==> config.mk <==
export PLATFORM = sky130hd
export DESIGN_NAME = alu_arbiter
export DESIGN_NICKNAME = d
export VERILOG_FILES = /design/src/rtl/alu_arbiter.sv
export SDC_FILE = /design/constraint.sdc
export NUM_CORES = 1
export LEC_CHECK = 0
export ABC_AREA = 0
export ABC_CLOCK_PERIOD_IN_PS = 9800
export CORE_ASPECT_RATIO = 0.6
export CORE_UTILIZATION = 39
export DETAILED_ROUTE_END_ITERATION = 6
export PLACE_DENSITY_LB_ADDON = 0.15
export REMOVE_ABC_BUFFERS = 1
export SKIP_CTS_REPAIR_TIMING = 1
export SYNTH_ARGS = -nofsm -noshare
export SYNTH_HDL_FRONTEND = slang
export SYNTH_SLANG_ARGS = --single-unit
==> constraint.sdc <==
create_clock -name clk_i -period 9.8 [get_ports clk_i]
set_input_delay 1.96 -clock clk_i [delete_from_list [all_inputs] [get_ports clk_i]]
set_output_delay 1.96 -clock clk_i [all_outputs]
set_load 0.05 [all_outputs]
==> src/rtl/alu_arbiter.sv <==
// Two-requester front end for a single shared external ALU.
// Round-robin grant, operand capture, one-cycle execute and a held response.
module alu_arbiter #(
  parameter int WIDTH = 32
) (
  input  logic             clk_i,
  input  logic             rst_i,
  input  logic             r0_valid_i,
  input  logic             r1_valid_i,
  output logic             r0_ready_o,
  output logic             r1_ready_o,
  input  logic [3:0]       r0_op_i,
  input  logic [3:0]       r1_op_i,
  input  logic [WIDTH-1:0] r0_a_i,
  input  logic [WIDTH-1:0] r0_b_i,
  input  logic [WIDTH-1:0] r1_a_i,
  input  logic [WIDTH-1:0] r1_b_i,
  output logic             r0_rsp_valid_o,
  output logic             r1_rsp_valid_o,
  input  logic             r0_rsp_ready_i,
  input  logic             r1_rsp_ready_i,
  output logic [WIDTH-1:0] rsp_result_o,
  output logic             rsp_err_o,
  output logic [WIDTH-1:0] alu_a_o,
  output logic [WIDTH-1:0] alu_b_o,
  output logic [3:0]       alu_ctrl_o,
  input  logic [WIDTH-1:0] alu_result_i
);

  typedef enum logic [1:0] {
    IDLE = 2'd0,
    EXEC = 2'd1,
    RESP = 2'd2
  } state_t;

  state_t           state_q, state_d;
  logic             ptr_q, ptr_d;
  logic             gnt_q, gnt_d;
  logic [3:0]       op_q, op_d;
  logic [WIDTH-1:0] a_q, a_d;
  logic [WIDTH-1:0] b_q, b_d;
  logic [WIDTH-1:0] result_q, result_d;
  logic             err_q, err_d;

  logic [1:0]       req_valid;
  logic [1:0]       req_rsp_ready;
  logic [3:0]       req_op [2];
  logic [WIDTH-1:0] req_a [2];
  logic [WIDTH-1:0] req_b [2];
  logic [1:0]       ready_vec;
  logic [1:0]       rsp_valid_vec;
  logic             win;

  assign req_valid     = {r1_valid_i, r0_valid_i};
  assign req_rsp_ready = {r1_rsp_ready_i, r0_rsp_ready_i};
  assign req_op[0]     = r0_op_i;
  assign req_op[1]     = r1_op_i;
  assign req_a[0]      = r0_a_i;
  assign req_a[1]      = r1_a_i;
  assign req_b[0]      = r0_b_i;
  assign req_b[1]      = r1_b_i;

  function automatic logic op_is_legal(input logic [3:0] op);
    return (op <= 4'd8) || (op == 4'd10);
  endfunction

  // With a single requester pending it wins outright; the pointer only breaks ties.
  assign win = (req_valid == 2'b11) ? ptr_q : req_valid[1];

  always_comb begin
    state_d       = state_q;
    ptr_d         = ptr_q;
    gnt_d         = gnt_q;
    op_d          = op_q;
    a_d           = a_q;
    b_d           = b_q;
    result_d      = result_q;
    err_d         = err_q;
    ready_vec     = 2'b00;
    rsp_valid_vec = 2'b00;
    case (state_q)
      IDLE: begin
        if (|req_valid) begin
          ready_vec[win] = 1'b1;
          gnt_d          = win;
          op_d           = req_op[win];
          a_d            = req_a[win];
          b_d            = req_b[win];
          if (op_is_legal(req_op[win])) begin
            state_d = EXEC;
          end else begin
            state_d  = RESP;
            result_d = '0;
            err_d    = 1'b1;
          end
        end
      end
      EXEC: begin
        result_d = alu_result_i;
        err_d    = 1'b0;
        state_d  = RESP;
      end
      RESP: begin
        rsp_valid_vec[gnt_q] = 1'b1;
        if (req_rsp_ready[gnt_q]) begin
          state_d = IDLE;
          ptr_d   = ~gnt_q;
        end
      end
      default: state_d = IDLE;
    endcase
  end

  always_ff @(posedge clk_i or posedge rst_i) begin
    if (rst_i) begin
      state_q  <= IDLE;
      ptr_q    <= 1'b0;
      gnt_q    <= 1'b0;
      op_q     <= '0;
      a_q      <= '0;
      b_q      <= '0;
      result_q <= '0;
      err_q    <= 1'b0;
    end else begin
      state_q  <= state_d;
      ptr_q    <= ptr_d;
      gnt_q    <= gnt_d;
      op_q     <= op_d;
      a_q      <= a_d;
      b_q      <= b_d;
      result_q <= result_d;
      err_q    <= err_d;
    end
  end

  // Ready is combinational from the request lines, so it must be masked while reset is held.
  assign r0_ready_o     = ready_vec[0] & ~rst_i;
  assign r1_ready_o     = ready_vec[1] & ~rst_i;
  assign r0_rsp_valid_o = rsp_valid_vec[0];
  assign r1_rsp_valid_o = rsp_valid_vec[1];
  assign rsp_result_o   = result_q;
  assign rsp_err_o      = err_q;
  assign alu_a_o        = a_q;
  assign alu_b_o        = b_q;
  assign alu_ctrl_o     = op_q;

endmodule
==> flow_summary.ini, run 1 <==
[place]
place.gp.congestion = 0.768
hpwlAfterDp_um = 10200
io_buffers = 278
pre_cts_slack_ns = 3.85

[finish]
syn_to_final_growth_pct = 73.5
nets = 839
multi_input_area_um2 = 1310
layout_common_cells = clkdlybuf4s50_1, dfrtp_1, nand2_1
layout_commonest_cell = clkdlybuf4s50_1
fillers = 785
layout-drive-gt1-share_pct = 4.03
antenna_cells = 0
regArea_um2 = 2630

[power_and_ir_drop]
internal_power_mw = 1.40
cellLeakagePower_nw = 3.43
powerDensity_nw_per_um2 = 360
seqPwrFrac_pct = 27.2
swShare_pct = 48.2
pwr-share-clk_pct = 14.2
pwr-share-comb_pct = 58.5
max-vdd-ir-drop_mv = 0.191
p_switching_mw = 1.31

[floorplanning]
row_count = 29
die_area_um2 = 11500
initial_core_util_pct = 40.5
die_w_um = 138
die_y_um = 83.6
io_pins = 279
coreArea_um2 = 10700

[route]
detail-route-antenna-nets = 0
wl_met2_um = 7360
via_per_inst = 5.29
post_drt_wl_per_cell_um = 17.7
drt_iter0_markers = 403
drcViolationCount = 6
drt_pre_antenna_iters = 7
route.vias.total = 4278
routed_wl_um = 14300
routed-wl-met3_um = 1320
wl_met1_um = 5430
top_layer = met4

[sta]
max_slew_margin_pct = 14.0
fin_crit_ns = 5.91
final_hold_viol_count = 0
rsz0062_at_grt = false
skew_ns = 0.00888
max_freq_ghz = 0.169
tightest_slew_ns = 1.29
drv_slew = 0
setup_viol = 0
fin_ws_ns = 3.89
fin_tns_setup_ns = 0
finalCritPeriodShare_pct = 60.3

[synth]
yosys.cell_types.count = 24
netlist_area_um2 = 4330
syn_inst = 406
synth_seq_area_share_pct = 60.7
synthArstFlopShare_pct = 100
synth_seq_cells = 105
ys.flop_type = dfrtp_1
synth_warnings = 0
synth_edf_count = 0
avgSynthCellArea_um2 = 10.7

[setup_path]
required_ns = 7.84
path_cells = clkdlybuf4s50_1 > inv_4 > and2_1 > clkdlybuf4s50_1
cp_slowest_cell = clkdlybuf4s50_1
r2r_setup_slack_ns = 7.85
path_max_fanout = 50
cp.arrival_ns = 3.95
crit_type = primary input to primary output
critical-path-max-stage-delay_ns = 0.81
endpoint_kind = primary output
start_kind = primary input
path_common_cell = clkdlybuf4s50_1

[clock_tree]
clockRootBuffer = clkbuf_16
cts_max_path_buffers = 2
cts.clk_slew.worst_paths_ns = 0.07
cts_buffers = 9
cts_tree = built
numClockSinks = 105
clk_latency_ns = 0.34
htreeDepth = 3

[min_path]
hold_path.class = flop to flop

[run]
drv_cap = 0

[global_route]
grt_max_degree = 74
grt-ovfl-total = 0
groute.usage.overall_pct = 24.4
grt_first_pass_wirelength_um = 21600
grt_pass1_vias = 4291
antenna_found_initial = 0

[outcome]
violations = DRC
status = complete, but fails checks
-- cells by family (layout without fill, tap and decap cells) --
logic type             after synthesis  in the layout  synth area share [%]
AOI/OAI and AO/OA                  110            110                  20.7
DFF                                105            105                  60.7
buffers and inverters              101            365                  9.31
and+or+nand+nor                     86             86                  8.27
muxes                                4              4                 0.926
-- critical path: cells and delay by family --
kind / cells / cell delay (ns)
buffers and inverters: 3 / 1.71
and+or+nand+nor: 1 / 0.24
-- final cells by class --
class,count,share of cell area [%]
Clock buffer,12,3.28
Clock inverter,4,1.02
Inverter,66,3.33
Multi-Input combinational cell,200,17.5
Sequential cell,105,35.0
Tap cell,139,2.32
Timing Repair Buffer,283,37.6
-- metrics by stage --
stage	utilization, %	std cells	power, mW	instance area, um2	hold slack [ns]
6_report	70.4	809	2.71	7510	0.485
5_1_grt	70.4	809	2.83	7510	0.516
4_1_cts	70.4	809	2.72	7510	0.490
3_5_place_dp	67.3	793	2.33	7180	0.471
3_3_place_gp	67.3	793	2.30	7180	0.463
2_1_floorplan	-	371	1.74	4170	0.489
-- routing by layer --
layer  track usage (%)  vias to the layer above
met5                 0                        -
met4              7.31                        0
met3              8.14                       20
met2              42.8                      204
met1              28.0                     2093
li1                  -                     1961
-- synth_stat cells, drive strengths merged (3+ instances only) --
master / n / area share [%]
dfrtp: 105 / 61
mux2i: 4 / 0.93
o21ai: 6 / 0.69
a21oi: 34 / 3.9
buf: 16 / 1.9
and2: 3 / 0.43
nand2: 71 / 6.2
clkbuf: 19 / 1.7
inv: 66 / 5.7
nor2b: 3 / 0.43
a222oi: 65 / 15
nor2: 4 / 0.35
-- flip-flops by register name (all words and copies together) (netlist names) --
name,flops
state_q,2
alu_ctrl_o,4
alu_b_o,32
alu_a_o,32
rsp_err_o,1
rsp_result_o,32
ptr_q,1
gnt_q,1
-- path summary, 6_finish.rpt --
path | from | end | depth (start not counted)
worst max-delay path | rst_i | r1_ready_o | 4
worst min-delay path | rsp_err_o | rsp_err_o | 1
worst max register to register | state_q[1] | alu_b_o[13] | 5
worst min register to register | rsp_err_o | rsp_err_o | 1
max in group asynchronous | rst_i | alu_b_o[15] | 3
min in group asynchronous | rst_i | rsp_result_o[8] | 2
-- power by group through the flow --
stage	sequential [mW]	clock, mW	combinational [mW]
after floorplan	1.37	0	0.371
after global routing	0.759	0.413	1.66
after global placement	0.732	0	1.57
after CTS	0.737	0.394	1.59
after detailed placement	0.740	0	1.59
final	0.737	0.385	1.58
(Power assumes the default switching activity.)
==> run 2, diff against run 1 <==
- ABC_CLOCK_PERIOD_IN_PS: 9800 -> 5210
- CORE_UTILIZATION: 39 -> 33
- clock period: 9.8 -> 5.21 ns (I/O delays scaled with it)
==> run 2 against run 1 <==
Compared with the run above: sequential power is 89% higher; the run still ends with DRC left; core utilization down 9.6 points; die area increased by 18%; highest routed layer unchanged; non-clock buffer count is 1 higher; first-iteration DRC count is 3.2% lower.
==> flow_summary.ini, run 2 (synthesis results as in run 1) <==
[setup_path]
r2r-start = state_q[1]
critPathLaunch = r1_valid_i
crit_end = r1_ready_o
required_ns = 4.17
start_kind = primary input
path_max_fanout = 7
cp.arrival_ns = 2.94
timing.rr.end = alu_a_o[18]
rr_worst_depth = 5
endpoint_kind = primary output
crit_type = primary input to primary output
r2r_setup_slack_ns = 3.24

[global_route]
grt_max_degree = 69
groute.usage.overall_pct = 21.0
grt-ovfl-total = 0
grt_first_pass_wirelength_um = 22100
antenna_found_initial = 0
grt_pass1_vias = 4274

[finish]
layout_common_cells = clkdlybuf4s50_1, dfrtp_1, nand2_1
syn_to_final_growth_pct = 74.4
layout-drive-gt1-share_pct = 4.18
antenna_cells = 0
layout_commonest_cell = clkdlybuf4s50_1
instances_no_fill = 835
nets = 840

[power_and_ir_drop]
max-vdd-ir-drop_mv = 0.384
powerDensity_nw_per_um2 = 673
cellLeakagePower_nw = 3.44

[place]
hpwlAfterDp_um = 10300
io_buffers = 278
place.gp.congestion = 0.786
dp_cells = 820

[route]
drt_iter0_markers = 390
via_per_inst = 5.06
routed_wl_um = 14400
wl_met1_um = 5920
post_drt_wl_per_cell_um = 17.3
routed-wl-met3_um = 1290
wl_met2_um = 7050
detail-route-antenna-nets = 0
top_layer = met4
drt_pre_antenna_iters = 7
drcViolationCount = 13
route.vias.total = 4228

[clock_tree]
clk_latency_ns = 0.34
cts_buffers = 9
clockRootBuffer = clkbuf_16
cts_max_path_buffers = 2
cts_tree = built
htreeDepth = 3
numClockSinks = 105
cts.clk_slew.worst_paths_ns = 0.07

[sta]
setup_viol = 0
fin_tns_setup_ns = 0
rsz0062_at_grt = false
max_freq_ghz = 0.251
skew_ns = 0.00780
tightest_slew_ns = 1.22
finalCritPeriodShare_pct = 76.5
drv_slew = 0
max_slew_margin_pct = 18.6
final_hold_viol_count = 0
fin_crit_ns = 3.98

[outcome]
violations = DRC
status = complete, but fails checks

[run]
drv_cap = 0

[floorplanning]
die_y_um = 90.7
coreArea_um2 = 12400
io_pins = 279
die_w_um = 150
die_area_um2 = 13600
initial_core_util_pct = 34.8
row_count = 31

[min_path]
hold_path.class = flop to flop
run 2: cell count changes in the layout (fill, tap and decap cells not counted), sizes merged:
cell      change
clkbuf        -1
clkinvlp      -1
clkinv        +1
buf           +1
run 2: layout make-up:
class                   count  area, um2
fillers                  1041       4870
clock buffers              11        243
well taps                 165        206
inverters                  66        250
clock inverters             4       77.6
multi-input cells         200       1310
repair buffers            284       2830
flip-flops and latches    105       2630
run 2: worst min-delay path by stage:
stage                     cells past startpoint        start           to
after floorplan                               2        ptr_q        ptr_q
after global placement                        1    rsp_err_o    rsp_err_o
after detailed placement                      1    rsp_err_o    rsp_err_o
after CTS                                     1    rsp_err_o    rsp_err_o
after global routing                          2  alu_b_o[11]  alu_b_o[11]
final                                         1    rsp_err_o    rsp_err_o
run 2: stage by stage:
stage                     setup WS (ns)  util (%)  area (um2)  hold WS [ns]  power, mW
after global routing               1.16      60.8        7540         0.505       5.34
final                              1.23      60.8        7540         0.484       5.08
after CTS                          1.22      60.8        7540         0.491       5.13
after floorplan                   0.281         -        4170         0.489       3.27
after detailed placement           1.24      58.2        7220         0.470       4.38
after global placement             1.25      58.2        7220         0.467       4.34
run 2: power breakdown:
group / switching [mW] / internal (mW)
combinational: 1.95 / 1.02
sequential: 0.208 / 1.18
clock: 0.291 / 0.434
total: 2.45 / 2.63
run 2: metal layers:
layer,vias to the layer above,track usage [%]
li1,1963,-
met1,2068,25.6
met2,185,35.8
met3,12,6.57
met4,0,5.64
met5,-,0
run 2: critical path: stages:
cell	delay, ns
clkdlybuf4s50_1	0.65
and3_2	0.29
and2_1	0.13
clkdlybuf4s50_1	0.83
==> run 3, diff against run 2 <==
- ABC_CLOCK_PERIOD_IN_PS: 5210 -> 3800
- CORE_UTILIZATION: 33 -> 36
- clock period: 5.21 -> 3.8 ns (I/O delays scaled with it)
==> run 3 against run 2 <==
Compared with the run above: largest power group unchanged; critical path type unchanged; total power grew 35%; critical path depth grew 1; combinational power grew 37%; sequential power grew 37%; largest cell class unchanged; global-route usage grew 2.2 points; the run still ends with DRC left.
==> flow_summary.ini, run 3 (synthesis results as in run 1) <==
[outcome]
status = complete, but fails checks
violations = DRC

[min_path]
holdPathStages = 1
hold_path.class = flop to flop

[route]
detail-route-antenna-nets = 0
via_per_inst = 5.12
route.vias.total = 4259
drt_pre_antenna_iters = 7
drt_iter0_markers = 386
post_drt_wl_per_cell_um = 17.5
drcViolationCount = 3
routed_wl_um = 14500

[finish]
fillers = 909
layout_common_cells = clkdlybuf4s50_1, dfrtp_1, nand2_1
nets = 841
postLayoutCoreUtil_pct = 65.5
syn_to_final_growth_pct = 74.0
instances_no_fill = 832
antenna_cells = 0
layout_commonest_cell = clkdlybuf4s50_1
layout-drive-gt1-share_pct = 4.76

[power_and_ir_drop]
cellLeakagePower_nw = 3.44
max-vdd-ir-drop_mv = 0.580
power_mw = 6.86
powerDensity_nw_per_um2 = 912

[sta]
fin_crit_ns = 2.86
final_hold_viol_count = 0
finalCritPeriodShare_pct = 75.2
drv_slew = 0
fin_tns_setup_ns = 0
setup_viol = 0
max_freq_ghz = 0.350
tightest_slew_ns = 1.27
max_slew_margin_pct = 15.3
skew_ns = 0.00630
rsz0062_at_grt = false
fin_ws_ns = 0.941

[setup_path]
crit_type = primary input to primary output
path_max_fanout = 7
start_kind = primary input
endpoint_kind = primary output
cp.arrival_ns = 2.10
required_ns = 3.04
rr_worst_depth = 5

[global_route]
grt_first_pass_wirelength_um = 22100
grt_pass1_vias = 4335
groute.usage.overall_pct = 23.2
antenna_found_initial = 0
grt-ovfl-total = 0
grt_max_degree = 82

[clock_tree]
htreeDepth = 3
clk_latency_ns = 0.33
cts_max_path_buffers = 2
cts_tree = built
clockRootBuffer = clkbuf_16
cts_buffers = 9
numClockSinks = 105
cts.clk_slew.worst_paths_ns = 0.06

[floorplanning]
die_y_um = 86.9
coreArea_um2 = 11500
row_count = 30
die_area_um2 = 12500
initial_core_util_pct = 37.7
die_w_um = 144
io_pins = 279

[place]
place.gp.congestion = 0.802
pre_cts_slack_ns = 0.964
io_buffers = 278
dp_cells = 816
hpwlAfterDp_um = 10600

[run]
drv_cap = 0
==> run 3: cell types whose count changed in the layout (fill, tap and decap cells not counted) <==
| cell | delta |
|---|---|
| clkinvlp_4 | +1 |
| bufinv_16 | -2 |
| inv_6 | +1 |
| clkinv_2 | +1 |
| buf_12 | +2 |
| clkdlybuf4s50_1 | -2 |
| buf_4 | +1 |
==> run 3: power breakdown <==
group,total (mW),switching [mW],internal [mW]
registers,1.90,0.286,1.62
logic,4.08,2.67,1.42
clock network,0.879,0.412,0.467
total,6.86,3.37,3.50
==> run 3: critical path, cell delays in order <==
cell and delay, ns:
clkdlybuf4s50_1 0.66, nand2_1 0.08, and3_2 0.25, and2_1 0.19
buf_12 0.15
==> run 3: final timing paths <==
| path | from | to | slack [ns] |
|---|---|---|---|
| worst max-delay path | r1_valid_i | r0_ready_o | 0.94 |
| worst min-delay path | rsp_err_o | rsp_err_o | 0.49 |
| worst max register to register | state_q[1] | alu_b_o[13] | 1.90 |
| worst min register to register | rsp_err_o | rsp_err_o | 0.49 |
| max in group asynchronous | rst_i | alu_a_o[4] | 1.73 |
| min in group asynchronous | rst_i | alu_b_o[28] | 0.75 |
==> run 3: area by class of cell <==
cell class	count	area, um2	share of cell area, %
clock inverters	5	38.8	0.515
well taps	160	200	2.66
multi-input cells	200	1310	17.4
flip-flops and latches	105	2630	34.9
repair buffers	285	2860	37.9
inverters	66	250	3.33
clock buffers	11	243	3.23
==> run 3: per-stage QoR <==
| stage | hold slack [ns] | cell area [um2] |
|---|---|---|
| 6_report | 0.489 | 7530 |
| 5_1_grt | 0.521 | 7530 |
| 4_1_cts | 0.489 | 7530 |
| 3_5_place_dp | 0.472 | 7240 |
| 3_3_place_gp | 0.461 | 7240 |
| 2_1_floorplan | 0.489 | 4170 |
==> run 3: per-layer routing <==
metal  routed length, um  share of wire, %  global-route usage, %  vias up
met5                   0                 0                      0        -
met4                 284               2.0                   7.35        0
met3                1340               9.2                   8.74       20
met2                7340                50                   40.7      182
met1                5570                38                   26.4     2092
li1                    -                 -                      -     1965
